`src/rtl/lane_collision_ctrl_if.sv`:
```
// ----------------------------------------------------------------------------
// lane_collision_ctrl_if
//   Signal bundle between the car/frog position sources and the lane
//   collision controller.
//
//   Parameter:
//     NUM_LANES     number of car lanes (sets the width of i_cars_x)
//
//   Signals:
//     i_start       start/restart request, level-sensitive
//     i_frog_x      frog column (5 bits)
//     i_frog_y      frog row (4 bits)
//     i_cars_x      packed car X positions, lane i at [5i+4:5i]
//     o_level       current level, fed back to the car movers
//     o_lives       remaining lives
//     o_hit         one-cycle pulse when a collision is taken
//     o_frog_reset  one-cycle pulse to respawn the frog
//     o_state       controller FSM state (debug/observability)
//     o_game_over   high while the game is over
//
//   Handshake: there is no valid/ready pair. Every input is sampled on every
//   rising clock edge, and every output is a plain registered level or a
//   one-cycle pulse that the consumer must take on the cycle it is high.
//
//   Modports: master drives the inputs (position sources / bench),
//   slave is the controller itself.
// ----------------------------------------------------------------------------
interface lane_collision_ctrl_if #(
    parameter int NUM_LANES = 4
) ();
    logic                     i_start;
    logic [4:0]               i_frog_x;
    logic [3:0]               i_frog_y;
    logic [5*NUM_LANES-1:0]   i_cars_x;
    logic [4:0]               o_level;
    logic [1:0]               o_lives;
    logic                     o_hit;
    logic                     o_frog_reset;
    logic [2:0]               o_state;
    logic                     o_game_over;

    modport master (
        output i_start, i_frog_x, i_frog_y, i_cars_x,
        input  o_level, o_lives, o_hit, o_frog_reset, o_state, o_game_over
    );

    modport slave (
        input  i_start, i_frog_x, i_frog_y, i_cars_x,
        output o_level, o_lives, o_hit, o_frog_reset, o_state, o_game_over
    );
endinterface

```
`src/rtl/lane_collision_ctrl.sv`:
```
// ----------------------------------------------------------------------------
// lane_collision_ctrl
//   Game-state controller downstream of the per-lane car movers. Compares each
//   lane's car X position against the frog position, tracks lives and level,
//   and issues hit / frog respawn pulses.
//
//   Ports:
//     i_Clk   game clock (same slow clock as the car movers)
//     i_Rst   synchronous, active-high reset
//     bus     lane_collision_ctrl_if.slave (see interface file for signals)
//
//   Parameters:
//     NUM_LANES (1..8), FIRST_LANE_ROW, GOAL_ROW, START_LIVES (1..3),
//     MAX_LEVEL (1..31), PAUSE_TICKS (1..255)
//
//   Optional build macro:
//     COLLISION_SWEEP_EN  also flag a hit when the car moved off the frog's
//                         column this tick (frog and car swapped cells).
//
//   FSM states (o_state): IDLE=0, PLAY=1, HIT=2, LEVEL_UP=3, OVER=4.
// ----------------------------------------------------------------------------
module lane_collision_ctrl #(
    parameter int NUM_LANES      = 4,
    parameter int FIRST_LANE_ROW = 1,
    parameter int GOAL_ROW       = 0,
    parameter int START_LIVES    = 3,
    parameter int MAX_LEVEL      = 31,
    parameter int PAUSE_TICKS    = 8
) (
    input  logic                  i_Clk,
    input  logic                  i_Rst,
    lane_collision_ctrl_if.slave  bus
);

    typedef enum logic [2:0] {
        ST_IDLE     = 3'd0,
        ST_PLAY     = 3'd1,
        ST_HIT      = 3'd2,
        ST_LEVEL_UP = 3'd3,
        ST_OVER     = 3'd4
    } state_t;

    localparam logic [4:0] LEVEL_MAX  = 5'(MAX_LEVEL);
    localparam logic [1:0] LIVES_INIT = 2'(START_LIVES);
    localparam logic [7:0] PAUSE_LOAD = 8'(PAUSE_TICKS - 1);
    localparam logic [3:0] GOAL_Y     = 4'(GOAL_ROW);

    state_t       state_q, state_d;
    logic [4:0]   level_q, level_d;
    logic [1:0]   lives_q, lives_d;
    logic [7:0]   pause_q, pause_d;
    logic         hit_pulse_q, hit_pulse_d;
    logic         frog_reset_q, frog_reset_d;

    logic         hit_q, goal_q;
    logic         hit_det, goal_det;
    logic         play_reentry;

`ifdef COLLISION_SWEEP_EN
    logic [5*NUM_LANES-1:0] prev_cars_q;

    always_ff @(posedge i_Clk) begin
        if (i_Rst) begin
            prev_cars_q <= '0;
        end else begin
            prev_cars_q <= bus.i_cars_x;
        end
    end
`endif

    // Per-lane compare. Lane rows are formed at 4 bits so a frog row outside
    // the lane range simply never matches any lane.
    always_comb begin
        hit_det = 1'b0;
        for (int i = 0; i < NUM_LANES; i++) begin
            if (bus.i_frog_y == 4'(FIRST_LANE_ROW + i)) begin
                if (bus.i_frog_x == bus.i_cars_x[5*i +: 5]) begin
                    hit_det = 1'b1;
                end
`ifdef COLLISION_SWEEP_EN
                // Car stepped out of the frog's cell this tick: the frog and
                // car passed through each other between samples.
                if ((bus.i_frog_x == prev_cars_q[5*i +: 5]) &&
                    (bus.i_cars_x[5*i +: 5] != prev_cars_q[5*i +: 5])) begin
                    hit_det = 1'b1;
                end
`endif
            end
        end
    end

    assign goal_det = (bus.i_frog_y == GOAL_Y);

    // Next-state / output logic.
    always_comb begin
        state_d      = state_q;
        level_d      = level_q;
        lives_d      = lives_q;
        pause_d      = pause_q;
        hit_pulse_d  = 1'b0;
        frog_reset_d = 1'b0;

        case (state_q)
            ST_IDLE: begin
                if (bus.i_start) begin
                    state_d      = ST_PLAY;
                    frog_reset_d = 1'b1;
                end
            end

            ST_PLAY: begin
                // A collision wins over a goal seen in the same cycle.
                if (hit_q) begin
                    hit_pulse_d = 1'b1;
                    if (lives_q > 2'd1) begin
                        lives_d = lives_q - 2'd1;
                        pause_d = PAUSE_LOAD;
                        state_d = ST_HIT;
                    end else begin
                        lives_d = 2'd0;
                        state_d = ST_OVER;
                    end
                end else if (goal_q) begin
                    if (level_q >= LEVEL_MAX) begin
                        level_d = LEVEL_MAX;
                    end else begin
                        level_d = level_q + 5'd1;
                    end
                    pause_d = PAUSE_LOAD;
                    state_d = ST_LEVEL_UP;
                end
            end

            ST_HIT, ST_LEVEL_UP: begin
                // Loaded with PAUSE_TICKS-1 on entry, so the state is held
                // for exactly PAUSE_TICKS cycles.
                if (pause_q == 8'd0) begin
                    state_d      = ST_PLAY;
                    frog_reset_d = 1'b1;
                end else begin
                    pause_d = pause_q - 8'd1;
                end
            end

            ST_OVER: begin
                if (bus.i_start) begin
                    level_d      = 5'd1;
                    lives_d      = LIVES_INIT;
                    state_d      = ST_PLAY;
                    frog_reset_d = 1'b1;
                end
            end

            default: begin
                state_d = ST_IDLE;
            end
        endcase
    end

    // Entering PLAY from any other state discards detections taken before
    // the respawn so a stale hit/goal is never acted on.
    assign play_reentry = (state_d == ST_PLAY) && (state_q != ST_PLAY);

    always_ff @(posedge i_Clk) begin
        if (i_Rst) begin
            state_q      <= ST_IDLE;
            level_q      <= 5'd1;
            lives_q      <= LIVES_INIT;
            pause_q      <= 8'd0;
            hit_pulse_q  <= 1'b0;
            frog_reset_q <= 1'b0;
            hit_q        <= 1'b0;
            goal_q       <= 1'b0;
        end else begin
            state_q      <= state_d;
            level_q      <= level_d;
            lives_q      <= lives_d;
            pause_q      <= pause_d;
            hit_pulse_q  <= hit_pulse_d;
            frog_reset_q <= frog_reset_d;
            if (play_reentry) begin
                hit_q  <= 1'b0;
                goal_q <= 1'b0;
            end else begin
                hit_q  <= hit_det;
                goal_q <= goal_det;
            end
        end
    end

    assign bus.o_level      = level_q;
    assign bus.o_lives      = lives_q;
    assign bus.o_hit        = hit_pulse_q;
    assign bus.o_frog_reset = frog_reset_q;
    assign bus.o_state      = state_q;
    assign bus.o_game_over  = (state_q == ST_OVER);

endmodule

```
`src/flat_wrapper.sv`:
```
// flat-port wrapper written by rule: the top's interface ports become plain ports
module lane_collision_ctrl_flat 
#(
    parameter int NUM_LANES      = 4,
    parameter int FIRST_LANE_ROW = 1,
    parameter int GOAL_ROW       = 0,
    parameter int START_LIVES    = 3,
    parameter int MAX_LEVEL      = 31,
    parameter int PAUSE_TICKS    = 8
)
  (i_Clk, i_Rst, bus_i_start, bus_i_frog_x, bus_i_frog_y, bus_i_cars_x, bus_o_level, bus_o_lives, bus_o_hit, bus_o_frog_reset, bus_o_state, bus_o_game_over);
  lane_collision_ctrl_if #(.NUM_LANES(NUM_LANES)) bus_i ();
  input  logic i_Clk;
  input  logic i_Rst;
  input wire logic [$bits(bus_i.i_start)-1:0] bus_i_start;
  input wire logic [$bits(bus_i.i_frog_x)-1:0] bus_i_frog_x;
  input wire logic [$bits(bus_i.i_frog_y)-1:0] bus_i_frog_y;
  input wire logic [$bits(bus_i.i_cars_x)-1:0] bus_i_cars_x;
  output wire logic [$bits(bus_i.o_level)-1:0] bus_o_level;
  output wire logic [$bits(bus_i.o_lives)-1:0] bus_o_lives;
  output wire logic [$bits(bus_i.o_hit)-1:0] bus_o_hit;
  output wire logic [$bits(bus_i.o_frog_reset)-1:0] bus_o_frog_reset;
  output wire logic [$bits(bus_i.o_state)-1:0] bus_o_state;
  output wire logic [$bits(bus_i.o_game_over)-1:0] bus_o_game_over;
  assign bus_i.i_start = bus_i_start;
  assign bus_i.i_frog_x = bus_i_frog_x;
  assign bus_i.i_frog_y = bus_i_frog_y;
  assign bus_i.i_cars_x = bus_i_cars_x;
  assign bus_o_level = bus_i.o_level;
  assign bus_o_lives = bus_i.o_lives;
  assign bus_o_hit = bus_i.o_hit;
  assign bus_o_frog_reset = bus_i.o_frog_reset;
  assign bus_o_state = bus_i.o_state;
  assign bus_o_game_over = bus_i.o_game_over;
  lane_collision_ctrl #(.NUM_LANES(NUM_LANES), .FIRST_LANE_ROW(FIRST_LANE_ROW), .GOAL_ROW(GOAL_ROW), .START_LIVES(START_LIVES), .MAX_LEVEL(MAX_LEVEL), .PAUSE_TICKS(PAUSE_TICKS)) u_core (.i_Clk(i_Clk), .i_Rst(i_Rst), .bus(bus_i));
endmodule
```
`config.mk`:
```
export PLATFORM = sky130hd
export DESIGN_NAME = lane_collision_ctrl_flat
export DESIGN_NICKNAME = d
export VERILOG_FILES = /design/src/rtl/lane_collision_ctrl_if.sv /design/src/rtl/lane_collision_ctrl.sv /design/src/flat_wrapper.sv
export SDC_FILE = /design/constraint.sdc
export NUM_CORES = 1
export LEC_CHECK = 0
export ABC_AREA = 1
export ABC_CLOCK_PERIOD_IN_PS = 1700
export BUFFER_PORTS_ARGS = -buffer_cell sky130_fd_sc_hd__buf_2
export CELL_PAD_IN_SITES_DETAIL_PLACEMENT = 1
export CELL_PAD_IN_SITES_GLOBAL_PLACEMENT = 1
export CORE_ASPECT_RATIO = 1.5
export CORE_MARGIN = 4
export CORE_UTILIZATION = 35
export CTS_BUF_LIST = sky130_fd_sc_hd__clkbuf_4
export DETAILED_ROUTE_END_ITERATION = 10
export PLACE_DENSITY_LB_ADDON = 0.1
export SYNTH_ARGS = -nofsm -noshare
export SYNTH_HDL_FRONTEND = slang
export SYNTH_SLANG_ARGS = --single-unit
```
`constraint.sdc`:
```
create_clock -name i_Clk -period 1.7 [get_ports i_Clk]
set_input_delay 0.17 -clock i_Clk [delete_from_list [all_inputs] [get_ports i_Clk]]
set_output_delay 0.17 -clock i_Clk [all_outputs]
set_load 0.05 [all_outputs]
```
# ---- Yosys cells after proc, flatten, opt, wreduce, memory -nomap -nowiden
# Cells that the tools add are included.
# Widths: inputs -> output; s select.
dict set report totals {
  register_bits 22
  elab_cells 80
}
dict set report op_classes {
  addsub 3
  n_lt_le_gt_ge 2
  n_eq_ne 21
  muxes 32
  bitwise_logic 1
  n_reduce_logical 13
}
# op count
set op_table {}
lappend op_table {{$mux 8} 4}
lappend op_table {{$eq 5x5->1} 4}
lappend op_table {{$mux 5} 4}
lappend op_table {{$pmux 8 s2} 1}
lappend op_table {{$mux 3} 5}
lappend op_table {{$mux 1} 11}
lappend op_table {{$pmux 5 s2} 1}
lappend op_table {{$pmux 3 s3} 1}
lappend op_table {{$eq 4x2->1 const B} 2}
lappend op_table {{$logic_not 8->1} 1}
lappend op_table {{$reduce_and 4->1} 2}
lappend op_table {{$reduce_or 2->1} 4}
lappend op_table {{$sub 8x1->8 const B} 1}
lappend op_table {{$eq 3x1->1 const B} 2}
lappend op_table {{$eq 3x2->1 const B} 2}
lappend op_table {{$mux 2} 3}
lappend op_table {{$ne 2x2->1 const B} 3}
lappend op_table {{$ne 3x1->1 const B} 2}
lappend op_table {{$add 5x1->5 const B} 1}
lappend op_table {{$ge 5x5->1 const B} 1}
lappend op_table {{$eq 4x1->1 const B} 1}
lappend op_table {{$eq 4x3->1 const B} 1}
lappend op_table {{$logic_not 4->1} 1}
lappend op_table {{$ne 2x1->1 const B} 2}
lappend op_table {{11 further kinds} 12}

# ---- Depth between registers and ports, before layout
# Gate-level depths: netlist (run 1).
dict set report depth {
  word_depth 9
  ltp_mapped 10
  ltp_nobuf 10
}

# ---- Worst setup path after synthesis (run 1)
# OpenSTA, ideal clock, no wires.
dict set report synth_path {
  path_type {flip-flop to flip-flop}
  from {reg u_core.state_q[2], in the netlist u_core.bus.o_state[2]}
  to {reg u_core.pause_q[1]}
  setup_time_ns 0.125
  arrival_time_ns 1.566
  t_required_ns 1.575
  setup_slack_ns 0.008
  stages_incl_launch_ff 9
  cell_sequence {dfxtp_1 > inv_1 > nand2_2 > nor2_2 > o21ai_2 > nand3_2 > buf_6 > o21ai_1 > nor2_2}
}
dict set report synth_via {
  elab_chain_cells 4
}
# element line_no
set synth_rtl {}
lappend synth_rtl {{from (decl)} lane_collision_ctrl.sv:48} ;# state_t state_q, state_d;
lappend synth_rtl {{from (signal assigned)} lane_collision_ctrl.sv:175} ;# state_q <= state_d;
lappend synth_rtl {{$eq 3x2->1} lane_collision_ctrl.sv:103} ;# case (state_q)
lappend synth_rtl {{$reduce_or 2->1} lane_collision_ctrl.sv:103}
lappend synth_rtl {{$ne 2x2->1 (no source line) or $reduce_bool 2->1 (tied branches)} --}
lappend synth_rtl {{$reduce_and 4->1 (no source line)} --}
lappend synth_rtl {{to (signal assigned)} lane_collision_ctrl.sv:178} ;# pause_q <= pause_d;
lappend synth_rtl {{to (decl)} lane_collision_ctrl.sv:51} ;# logic [7:0] pause_q, pause_d;
# Parallel ways exist; a longest one is shown, timed or not.
# A chain may end at the register's enable or synchronous reset.

# ---- Worst setup path after layout (run 1)
dict set report layout_path {
  from {reg u_core.pause_q[0]}
  to {reg u_core.pause_q[6]}
}
dict set report layout_via {
  elab_chain_cells 3
}
# element line_no
set layout_rtl {}
lappend layout_rtl {{$sub 8x1->8 or $logic_not 8->1 (tied branches)} {lane_collision_ctrl.sv:141, lane_collision_ctrl.sv:137}}
lappend layout_rtl {{$mux 8 or $ne 2x2->1 (tied branches)} --}
lappend layout_rtl {{$pmux 8 s2 or $reduce_and 4->1 (tied branches)} --}
# Parallel ways exist; a longest one is shown, timed or not. The select of a mux whose other input is x is not followed.

==> results.yml, run 1 <==
status:
  status: "completed"
synth:
  synth_edf_count: 0
  yosysMostFrequentCell: "nand2_1"
  synth_cells: 274
  async_reset_ff_share_pct: 0
  synth.avg_cell_area_um2: 5.640
  syn-cell-area_um2: 1545
  synth_seq_cells: 22
  yosysWarningCount: 0
  synthTopCellsByArea: "dfxtp_1 (29%), nand2_1 (23%), inv_1 (11%)"
  synth_top_area_share_pct: 28.50
  synth.distinct_cells: 21
  ys_seq_area_share_pct: 28.50
  ys.flop_type: "dfxtp_1"
  synth.net_count: 309
  synthTopCellsByCount: "nand2_1 (95), inv_1 (44), nor2_1 (43)"
  synth_top_area_cell: "dfxtp_1"
worst_hold_path:
  min_from: "bus_i_frog_y[3]"
  hold_class: "input pin to flop"
clocking:
  htreeDepth: 1
  clock_latency_ps: 310
  postCtsHoldBufs: 0
  clockBufferDepth: 2
  cts_root_buf: "clkbuf_4"
  cts_tree: "done"
  clock_sinks: 22
  path_clk_slew_ps: 120
  cts_made_buffers: 3
placement:
  io_buffers: 44
  dpl_cell_area_um2: 1819
  gp_congestion: 0.8196
  dp_hpwl_mm: 3.840
timing:
  setup_viol: 0
  fmax_mhz: 659.7
  final.period_utilization_pct: 89.17
  tightestPinTransition_ps: 352.2
  fin_crit_ps: 1516
  timing.slew.headroom_pct: 76.47
  hold_viol: 0
  drv_slew: 0
  setup_tns_ps: 0
  rsz0062_at_grt: "true"
  holdWs_ps: 120.7
  finalClockSkew_ps: 10.25
detailed_routing:
  viasPerCell: 4.802
  wl_mm: 4.445
  num_vias: 1767
  drt-pass1-iter-count: 4
  drc: 0
  wl_per_cell_um: 12.08
  drtIter0Drc: 75
  drtAntennaViolNets: 0
grt:
  grtUsageMet1_pct: 16.51
  busiest_layer: "met2"
  grt_max_degree: 18
  gr-usage-met2_pct: 35.94
  grt_overflow: 0
  antenna_found_initial: 0
  grt_pass1_wl_mm: 7.638
  grtUsageMet3_pct: 1.509
  grtUsageTotal_pct: 16.95
  grt_pass1_vias: 1796
setup_path:
  crit_path_end_kind: "flop"
  startpoint_type: "flop"
  cp_max_fo: 13
  cpPeakStageDelay_ps: 350
  crit_type: "flop to flop"
  cp_data_required_time_ps: 1930
  cp_slowest_cell: "dfxtp_1"
  cpMostUsedCell: "inv_1"
  worstPathArrival_ps: 1750
  cp_cell_sequence: "inv_1, ha_1, inv_1, nor2_1, nand3_1, nand3_4, inv_2, nand2_1, a21oi_1"
  cp-startpoint: "u_core.pause_q[0]$_SDFFE_PP0P_"
  r2r-start: "u_core.pause_q[0]$_SDFFE_PP0P_"
power_and_ir_drop:
  powerDensity_nw_per_um2: 847.5
  p_total_mw: 1.580
  ir_drop_mv: 0.4738
  p_leak_nw: 1.034
floorplan:
  num_rows: 29
  initial_core_util_pct: 36.40
  die-area_um2: 5564
  chipHeight_um: 89.38
  die_w_um: 62.25
  ios: 45
  core_area_um2: 4245
final_layout:
  final_util_pct: 43.91
  nNetsFinal: 359
  diodes: 0
  fillCellCount: 627
  drive_above_1_share_pct: 18.63
  area_growth_pct: 20.65
  post-route-cell-area_um2: 1864
flow_run:
  maxCapViolCount: 0
-- power breakdown --
| group | internal, mW | total (mW) | switching (mW) |
|---|---|---|---|
| logic | 0.243 | 0.727 | 0.484 |
| registers | 0.566 | 0.616 | 0.0498 |
| clock network | 0.0828 | 0.237 | 0.154 |
| total | 0.892 | 1.58 | 0.687 |
-- stage by stage --
step / instances / setup slack [ps]
after detailed placement: 363 / 93.69
after floorplan: 274 / 8.186
after global placement: 363 / 194.2
after global routing: 368 / -11.87
after CTS: 366 / 53.39
final: 368 / 184.1
-- worst paths after layout --
path	to	slack (ps)	depth (start not counted)
min	u_core.goal_q$_SDFF_PP0_	120	4
max	u_core.pause_q[6]$_SDFFE_PP0P_	180	9
min reg2reg	u_core.bus.o_lives[0]$_SDFFE_PP1P_	490	2
max reg2reg	u_core.pause_q[6]$_SDFFE_PP0P_	180	9
-- flip-flops by register name, summed over array words and instances (netlist names) --
name and cells:
u_core.bus.o_hit 1, u_core.hit_q 1, u_core.bus.o_state 3, u_core.bus.o_lives 2, u_core.bus.o_frog_reset 1, u_core.pause_q 8, u_core.bus.o_level 5, u_core.goal_q 1
-- worst max-delay path, delay by kind of cell, from the launching register on --
kind	cells	cell delay, ps
simple gates	4	410
flops	1	350
buf+inv	3	300
compound gates	1	140
fa+ha+maj	1	250
-- placed cells by master, fill, tap and decap left out --
cell and n:
nand2_2 1, o21bai_1 2, xor2_1 5, inv_2 2
o21ai_0 14, nor2_2 3, nor2_1 43, nor3_1 2
o21ai_1 1, nand4_1 2, o21ai_2 1, nand3_4 1
buf_2 44, dfxtp_1 22, buf_4 4, a21oi_1 15
ha_1 3, nand3_1 15, nor2_4 1, inv_1 43
nand2_1 95, clkbuf_4 3
-- metal layers --
layer  share of wire (%)  up-vias
met2                  58       36
met4                 2.4        0
met5                   0        -
met1                  36      791
li1                    -      931
met3                 3.6        9
-- cell type report --
type	instances	area, µm²	area share (%)
Multi-Input combinational cell	204	924.6	49.60
Sequential cell	22	440.4	23.62
Timing Repair Buffer	48	250.2	13.42
Inverter	45	168.9	9.060
Tap cell	46	57.56	3.087
Clock buffer	3	22.52	1.208
-- logic make-up after synthesis --
family	count (synthesis)	synth area share [%]
AOI/OAI and AO/OA	33	11.25
xor gates and xnor gates	5	2.834
adders and majority gates	3	2.429
buffers and inverters	48	12.15
DFF	22	28.50
and+or+nand+nor	163	42.83
-- repair_timing --
action / in CTS / in global routing
setup buffers: 0 / 2
setup endpoints to repair: 0 / 7
gates resized for setup: 0 / 2
(Power assumes the default switching activity.)
==> run 2: changes to the inputs <==
CELL_PAD_IN_SITES_DETAIL_PLACEMENT = unset   (was 1)
CELL_PAD_IN_SITES_GLOBAL_PLACEMENT = unset   (was 1)
CORE_UTILIZATION = 53   (was 35)
GPL_ROUTABILITY_DRIVEN = 0   (was unset)
PLACE_DENSITY = 0.81   (was unset)
PLACE_DENSITY_LB_ADDON = unset   (was 0.1)
==> run 2 against run 1 <==
  * Register-to-register slack better by 20 ps
  * Non-clock buffer count is 3 lower
  * Sequential power hardly changed
  * Final cell count is 3.3% lower
  * Largest cell class unchanged
  * Clock-buffer cell count stayed put
==> results.yml, run 2 (same netlist as run 1, synthesis figures left out) <==
clocking:
  clock_sinks: 22
  clockBufferDepth: 2
  clock_latency_ps: 300
  path_clk_slew_ps: 110
  cts_tree: "done"
  htreeDepth: 1
  cts_made_buffers: 3
  cts_root_buf: "clkbuf_4"
  cts_setup_buffers: 0
final_layout:
  drive_above_1_share_pct: 17.55
  area_growth_pct: 18.46
  top_register: "u_core.pause_q"
  largest_reg_flops: 8
  layout_commonest_cell: "nand2_1"
  nNetsFinal: 356
  final_cell_mix: "nand2_1 (95), inv_1 (44), buf_2 (44)"
  fillCellCount: 285
  diodes: 0
timing:
  setup_viol: 0
  timing.slew.headroom_pct: 78.10
  setup_tns_ps: 0
  fmax_mhz: 646.9
  worst_slack_ps: 154.2
  drv_slew: 0
  hold_viol: 0
  final.period_utilization_pct: 90.93
  finalClockSkew_ps: 6.504
  rsz0062_at_grt: "false"
  tightestPinTransition_ps: 328.5
  fin_crit_ps: 1546
grt:
  grtUsageTotal_pct: 20.85
  grt_overflow: 0
  grt_pass1_wl_mm: 6.265
  grt_pass1_vias: 1599
  grt_max_degree: 18
  antenna_found_initial: 0
flow_run:
  maxCapViolCount: 0
setup_path:
  cp_data_required_time_ps: 1530
  startpoint_type: "flop"
  endpoint: "bus_o_game_over"
  reg2reg_depth: 9
  crit_path_end_kind: "primary output"
  rrSetupSlack_ps: 200
  r2r-start: "u_core.pause_q[0]$_SDFFE_PP0P_"
  crit_type: "flop to primary output"
  cp_max_fo: 4
  cp-startpoint: "u_core.bus.o_state[1]$_SDFF_PP0_"
  worstPathArrival_ps: 1380
  reg2reg_to: "u_core.pause_q[6]$_SDFFE_PP0P_"
worst_hold_path:
  hold_class: "input pin to flop"
  min_from: "bus_i_frog_y[3]"
detailed_routing:
  drtIter0Drc: 32
  wl_mm: 3.671
  drc: 0
  drtAntennaViolNets: 0
  drt-pass1-iter-count: 4
  num_vias: 1740
  viasPerCell: 4.888
  wl_per_cell_um: 10.31
placement:
  dp_hpwl_mm: 3.060
  dp_slack_ps: 176.8
  io_buffers: 44
floorplan:
  die-area_um2: 3861
  ios: 45
  chipHeight_um: 74.13
  core_area_um2: 2734
  num_rows: 23
  initial_core_util_pct: 56.52
  die_w_um: 52.09
power_and_ir_drop:
  p_leak_nw: 1.022
  powerDensity_nw_per_um2: 834.7
  p_total_mw: 1.528
  ir_drop_mv: 0.4854
status:
  status: "completed"
-- run 2: cell count changes in the layout (fill, tap and decap cells not counted), sizes merged --
| cell | change |
|---|---|
| buf | -3 |
-- run 2: worst min path at each step --
| stage | endpoint | slack (ps) | cells past startpoint |
|---|---|---|---|
| floorplan | u_core.goal_q$_SDFF_PP0_ | 330 | 3 |
| global placement | u_core.goal_q$_SDFF_PP0_ | 450 | 4 |
| detailed placement | u_core.goal_q$_SDFF_PP0_ | 450 | 4 |
| CTS | u_core.goal_q$_SDFF_PP0_ | 120 | 4 |
| global route | u_core.goal_q$_SDFF_PP0_ | 120 | 4 |
| finish | u_core.goal_q$_SDFF_PP0_ | 120 | 4 |
-- run 2: area by class of cell --
| cell class | count | area (µm²) | area share [%] |
|---|---|---|---|
| clock buffers | 3 | 22.52 | 1.230 |
| inverters | 45 | 168.9 | 9.228 |
| multi-input cells | 204 | 924.6 | 50.51 |
| flip-flops and latches | 22 | 440.4 | 24.06 |
| well taps | 37 | 46.29 | 2.529 |
| repair buffers | 45 | 227.7 | 12.44 |
-- run 2: what timing repair did --
| item | CTS | global route |
|---|---|---|
| hold buffers | 0 | 0 |
| endpoints found under the setup margin | 0 | 4 |
| resized for setup | 0 | 1 |
-- run 2: worst max-delay path: stages (launching register included) --
cell and delay [ps]:
dfxtp_1 370, nor2_1 210, nand2_1 160, inv_1 70, buf_2 260
-- run 2: metrics by stage --
| step | area, µm² | hold WS (ps) | std cells | util, % |
|---|---|---|---|---|
| floorplan | 1545 | 331.6 | 274 | - |
| global placement | 1800 | 454.1 | 353 | 65.86 |
| detailed placement | 1800 | 450.0 | 353 | 65.86 |
| CTS | 1823 | 124.4 | 356 | 66.68 |
| global route | 1831 | 122.1 | 356 | 66.96 |
| finish | 1831 | 123.5 | 356 | 66.96 |
-- run 2: metal layers --
layer  GRT usage [%]  up-vias  wire length [µm]
li1                -      925                 -
met1           21.16      754              1404
met2           41.12       55              1995
met3           3.206        6               217
met4           7.872        0                53
met5               0        -                 0
-- run 2: where the power goes --
group / total, mW / switching [mW] / internal, mW
Sequential: 0.617 / 0.0502 / 0.566
Clock: 0.230 / 0.147 / 0.0827
Combinational: 0.681 / 0.458 / 0.223
